**src/rtl/sample_pack_8.sv**
```systemverilog
// sample_pack_8
// Packs eight consecutive complex samples into one wide group. A group
// completing while the output register is occupied waits in HOLD, and
// input is stalled until it drains.
// Build macro PACK_BIT_REVERSE_EN: when defined, sample k of a group is
// written to slot bitrev3(k) instead of slot k. Handshake timing is the
// same in both builds.
module sample_pack_8 #(
    parameter int width       = 48,
    parameter int width_group = 384
) (
    input  logic                   clk,
    input  logic                   rst_n,
    input  logic                   clr,
    input  logic                   in_valid,
    output logic                   in_ready,
    input  logic [width-1:0]       in_data,
    output logic                   out_valid,
    input  logic                   out_ready,
    output logic [width_group-1:0] out_data,
    output logic [2:0]             fill_cnt
);

    typedef enum logic {
        FILL = 1'b0,
        HOLD = 1'b1
    } state_t;

    state_t                 state_q, state_d;
    logic [2:0]             fill_q, fill_d;
    logic [width_group-1:0] asm_q, asm_d;
    logic [width_group-1:0] out_data_q, out_data_d;
    logic                   out_valid_q, out_valid_d;

    logic                   accept;
    logic                   out_free;
    logic [2:0]             slot;
    logic [width_group-1:0] group_w;

    assign in_ready  = rst_n && (state_q == FILL);
    assign accept    = in_valid && in_ready;
    assign out_free  = !out_valid_q || out_ready;
    assign out_valid = out_valid_q;
    assign out_data  = out_data_q;
    assign fill_cnt  = fill_q;

    // Map the running sample index of the group onto its slot position
    always_comb begin
`ifdef PACK_BIT_REVERSE_EN
        slot = {fill_q[0], fill_q[1], fill_q[2]};
`else
        slot = fill_q;
`endif
    end

    // Assembly register with the incoming sample dropped into its slot;
    // on the eighth accept this is the complete group
    always_comb begin
        group_w = asm_q;
        for (int s = 0; s < 8; s++) begin
            if (slot == 3'(s)) begin
                group_w[s*width +: width] = in_data;
            end
        end
    end

    // Next-state: take clears the output, clr discards partial/pending work,
    // otherwise assemble in FILL or drain the pending group from HOLD.
    // The completed group stays in the assembly register while in HOLD.
    always_comb begin
        state_d     = state_q;
        fill_d      = fill_q;
        asm_d       = asm_q;
        out_data_d  = out_data_q;
        out_valid_d = out_valid_q;

        if (out_valid_q && out_ready) begin
            out_valid_d = 1'b0;
        end

        if (clr) begin
            fill_d  = 3'd0;
            state_d = FILL;
        end else begin
            case (state_q)
                FILL: begin
                    if (accept) begin
                        asm_d  = group_w;
                        fill_d = fill_q + 3'd1;
                        if (fill_q == 3'd7) begin
                            if (out_free) begin
                                out_data_d  = group_w;
                                out_valid_d = 1'b1;
                            end else begin
                                state_d = HOLD;
                            end
                        end
                    end
                end
                HOLD: begin
                    if (out_free) begin
                        out_data_d  = asm_q;
                        out_valid_d = 1'b1;
                        state_d     = FILL;
                    end
                end
                default: begin
                    state_d = FILL;
                end
            endcase
        end
    end

    // State registers with synchronous active-low reset
    always_ff @(posedge clk) begin
        if (!rst_n) begin
            state_q     <= FILL;
            fill_q      <= 3'd0;
            asm_q       <= '0;
            out_data_q  <= '0;
            out_valid_q <= 1'b0;
        end else begin
            state_q     <= state_d;
            fill_q      <= fill_d;
            asm_q       <= asm_d;
            out_data_q  <= out_data_d;
            out_valid_q <= out_valid_d;
        end
    end

endmodule

```
**config.mk**
```make
export PLATFORM = sky130hd
export DESIGN_NAME = sample_pack_8
export DESIGN_NICKNAME = d
export VERILOG_FILES = /design/src/rtl/sample_pack_8.sv
export SDC_FILE = /design/constraint.sdc
export NUM_CORES = 2
export LEC_CHECK = 0
export CAP_MARGIN = 15
export CORE_ASPECT_RATIO = 0.5
export CORE_MARGIN = 2
export CORE_UTILIZATION = 55
export CTS_CLUSTER_DIAMETER = 200
export DETAILED_ROUTE_END_ITERATION = 16
export PLACE_DENSITY = 0.79
export SETUP_SLACK_MARGIN = 0.15
export SYNTH_ARGS = -nofsm -noshare
export SYNTH_HDL_FRONTEND = slang
export SYNTH_SLANG_ARGS = --single-unit
export TNS_END_PERCENT = 1
```
**constraint.sdc**
```tcl
create_clock -name clk -period 3.36 [get_ports clk]
set_input_delay 1.008 -clock clk [delete_from_list [all_inputs] [get_ports clk]]
set_output_delay 1.008 -clock clk [all_outputs]
set_load 0.02 [all_outputs]
```
# After elaboration in Yosys (flattened, before gate mapping)
# Index checks and enable logic that the tools add are counted.
[totals]
ff_bits = 773
[classes]
n_reduce_logical = 10
n_eq_ne = 11
bitwise_logic = 3
addsub = 1
mux = 23
[ops]
columns = ["op", "n"]
rows = [
  ["384-bit two-way mux", 4],
  ["384-bit one-hot mux with 2 select lines", 1],
  ["48-bit two-way mux", 8],
  ["3-bit equality test, second input constant", 4],
  ["1-bit two-way mux", 8],
  ["3-bit by 2-bit equality test with 1-bit output, second input constant", 2],
  ["5-bit AND reduction", 1],
  ["2-bit by 1-bit != test with 1-bit output, second input constant", 2],
  ["2-bit != test, second input constant", 2],
  ["1-bit one-hot mux with 2 select lines", 2],
  ["3-bit by 1-bit adder with 3-bit output, second input constant", 1],
  ["3-bit by 1-bit equality test with 1-bit output, second input constant", 1],
  ["1-bit logical AND", 3],
  ["3-bit logical NOT", 1],
  ["1-bit inverter", 3],
  ["3-bit AND reduction", 1],
  ["2-bit AND reduction", 1],
  ["2-bit OR reduction", 1],
  ["1-bit logical NOT", 1],
  ["1-bit logical OR", 1],
]

# Logic depth before layout (Yosys ltp)
[depth]
ltp_word = 7
depth_mapped = 9
mapped_depth_nobuf = 5

# Worst setup path after synthesis
# No wires, ideal clock.
[synth_path]
kind = "input -> output"
startpoint = "input port rst_n"
endpoint = "output port in_ready"
t_required_ps = 2352
t_arrival_ps = 1933
stages = 5
n_path_buf = 3
path_slack_ps = 419
cell_sequence = "buf_4 -> clkinv_1 -> clkbuf_1 -> clkbuf_1 -> nor2_1"
[synth_via]
elab_chain_len = 1
[synth_lines]
columns = ["element", "line_no", "rtl"]
rows = [
  ["start, declared", "13", "input logic rst_n,"],
  ["1-bit logical AND", "40", "assign in_ready = rst_n && (state_q == FILL);"],
  ["end, declared", "16", "output logic in_ready,"],
]
# No other way between the ends.

# Worst setup path in the final report
# Ends and elaborated chain as after synthesis.

==> flow_summary.yaml <==
placed_design:
  dpl-instance-area_mm2: 0.03899
  dp_hpwl_um: 66290
  port_buffers: 441
  gp_congestion: 0.8564
critical_path:
  path_delay_family: "buffers and inverters"
  critPathBufInv: 3
  r2r_start: "fill_cnt[0]"
  crit_path_start_kind: "primary input"
  r2r_end: "out_data[230]"
  crit_path_max_incr_delay_ns: 0.63
  crit_arrival_ns: 2.02
  crit_type: "primary input to output pin"
  crit_fanout: 14
  worstPathCellList: "buf_8 > inv_8 > nor2_1 > clkdlybuf4s50_1"
  required_ns: 2.35
  critPathSlowestCell: "clkdlybuf4s50_1"
  rr_worst_depth: 6
  cp-end-kind: "output pin"
  reg2reg_slack_ns: 0.89
global_route:
  grt_use_met3: 0.04121
  grt_first_pass_wirelength_um: 164400
  grt_pass1_vias: 27780
  use_met2: 0.5127
  grtUsageTotal: 0.3168
  grt_max_degree: 163
  antenna_found_initial: 2
  globalRoute.busiestLayer: "met2"
  met1_usage: 0.4181
  gr-total-overflow: 0
pwr:
  p_per_area_mw_per_mm2: 438.7
  total_power_mw: 18.07
  vdd_drop_max_uv: 338.7
  p_leak_nw: 15.47
routing:
  drcViolationCount: 0
  wl_um: 106100
  drtIter0Drc: 3039
  postRouteAntennaNets: 0
  drtPass1Iterations: 8
  via_count: 28510
  wl_per_cell_um: 23.85
  vias_per_cell: 6.407
clocking:
  cts_buffer_depth: 3
  cts_resized: 0
  htreeDepth: 3
  clock_latency_ns: 0.61
  cts_buffers: 68
  cts_tree: "yes"
  root_buffer: "clkbuf_16"
  cts_hold_buf: 0
  post_cts_buffers: 0
  cts.sinks: 773
  cts.reportedPaths.clkPinSlew_ns: 0.06
sta:
  fin_crit_sh: 0.9005
  min_period_ns: 3.026
  rsz0062_at_grt: "false"
  slew_headroom: 0.2798
  final_hold_viol_count: 0
  setup-violations-final: 0
  fmax_mhz: 330.5
  fin_hold_ws_ns: 0.4597
  worst_pin_slew_ns: 1.080
  final.setup.tns_ns: 0
  slew_viol_final: 0
  skew_ns: 0.01825
logic_synthesis:
  synth_seq_cells: 773
  ys_warn_count: 0
  synth_fp_nets: 3475
  syn_inst: 3415
  synth-edff-count: 0
  synth_cell_types: 34
  syn_area_per_cell_um2: 10.06
  syn-cell-area_mm2: 0.03435
  synth-main-ff-cell: "dfxtp_1"
  synthArstFlopShare: 0
  ys_seq_area_frac: 0.4505
final_layout:
  final_design_area_no_fill_mm2: 0.04119
  fill_cells: 4586
  areaGrowthSynthToFinish_pct: 19.89
  nNetsFinal: 3638
  drive_gt1_frac: 0.1530
floorplanning:
  die-width_um: 357.4
  num_rows: 64
  die_h_um: 180.7
  dieArea_mm2: 0.06460
  start_util: 0.5593
  boundaryPins: 442
  core_area_mm2: 0.06142
hold_path:
  hp-start: "asm_q[94]"
  hold_end: "asm_q[94]"
  min_path_cells: 2
  hp-class: "flip-flop to flip-flop"
run:
  drv_cap: 0
run_status:
  outcome: "finished, final reports clean"
[how the worst max path moves through the flow]
| stage | from | end | slack (ns) | cells after the start |
|---|---|---|---|---|
| after floorplan | rst_n | in_ready | 0.42 | 5 |
| after global placement | rst_n | asm_q[380] | 0.32 | 6 |
| after detailed placement | rst_n | asm_q[380] | 0.25 | 6 |
| after CTS | rst_n | in_ready | 0.33 | 4 |
| after global routing | rst_n | in_ready | 0.29 | 4 |
| final | rst_n | in_ready | 0.33 | 4 |
[tightest hold or removal path, cell delays in order (launching register included)]
cell	delay, ns
dfxtp_1	0.31
nand2_1	0.05
mux2i_1	0.05
[cell usage after synthesis (4+ instances only)]
| master | instances | area share |
|---|---|---|
| a211oi_1 | 30 | 0.0066 |
| a211oi_2 | 260 | 0.095 |
| nor2_1 | 6 | 0.00066 |
| clkbuf_1 | 277 | 0.030 |
| a21oi_1 | 96 | 0.014 |
| buf_6 | 41 | 0.013 |
| nor2b_1 | 4 | 0.00073 |
| ha_1 | 7 | 0.0025 |
| nand3_1 | 101 | 0.015 |
| a31oi_1 | 384 | 0.070 |
| nand2_1 | 527 | 0.058 |
| a311oi_2 | 80 | 0.035 |
| buf_2 | 46 | 0.0067 |
| buf_1 | 38 | 0.0042 |
| nand3b_1 | 4 | 0.00087 |
| dfxtp_1 | 773 | 0.45 |
| o21ai_0 | 95 | 0.014 |
| a311oi_1 | 15 | 0.0038 |
| buf_4 | 32 | 0.0070 |
| mux2i_1 | 579 | 0.17 |
[registers in the layout, summed over array words and instances (netlist names)]
name       cells
out_data     384
state_q        1
asm_q        384
fill_cnt       3
out_valid      1
[metrics by stage]
| stage | std cells | setup slack, ns | util |
|---|---|---|---|
| global route | 4449 | 0.2865 | 0.6706 |
| CTS | 4447 | 0.3293 | 0.6705 |
| detailed placement | 4333 | 0.2490 | 0.6348 |
| global placement | 4333 | 0.3217 | 0.6348 |
| finish | 4449 | 0.3343 | 0.6706 |
| floorplan | 3415 | 0.4188 | - |
[layout by cell type, fill, tap and decap left out, types with 2 or more instances in the layout]
master / instances
dfxtp_1: 773
mux2i_1: 579
nand2_1: 527
clkdlybuf4s50_1: 440
a31oi_1: 384
a211oi_2: 260
a21oi_1: 96
nand3_1: 95
o21ai_0: 95
a311oi_2: 80
clkbuf_16: 70
buf_4: 48
buf_12: 39
a211oi_1: 30
clkbuf_8: 17
a311oi_1: 15
clkinv_2: 10
clkbuf_1: 8
ha_1: 7
nor2_1: 6
nand3_4: 6
nand3b_1: 4
inv_6: 4
inv_1: 3
nand2b_4: 3
nor3b_4: 3
diode_2: 2
inv_8: 2
nor2b_4: 2
nor2b_1: 2
bufinv_16: 2
[metal layers]
| metal | vias to the layer above | share of wire |
|---|---|---|
| met2 | 1168 | 0.47 |
| met3 | 277 | 0.063 |
| met5 | - | 0 |
| li1 | 12830 | - |
| met1 | 14240 | 0.42 |
| met4 | 0 | 0.050 |
[cell type report]
type	instances	area [um^2]	area share
flip-flops and latches	773	15470	0.3757
inverters	5	33.78	0.0008202
well taps	825	1032	0.02506
diodes	2	5.005	0.0001215
repair buffers	528	5560	0.1350
multi-input cells	2202	16890	0.4100
clock buffers	95	2016	0.04894
clock inverters	19	177.7	0.004314
[report_power, final]
group	switching [mW]	internal (mW)
registers	0.0171	9.19
logic	0.721	0.248
clock network	3.54	4.35
[cell families (layout without fill, tap and decap cells)]
kind of cell,after synthesis,in the layout,share of synthesized area
AO/OA/AOI/OAI,962,962,0.2383
XOR/XNOR,1,1,0.0002550
adder cells (fa/ha/maj),7,7,0.002549
buffers and inverters,440,647,0.06232
flip-flops,773,773,0.4505
multiplexers,579,579,0.1687
other,0,2,0
AND/OR/NAND/NOR,653,653,0.07743
Note: power is estimated with default switching activity, not from simulation.
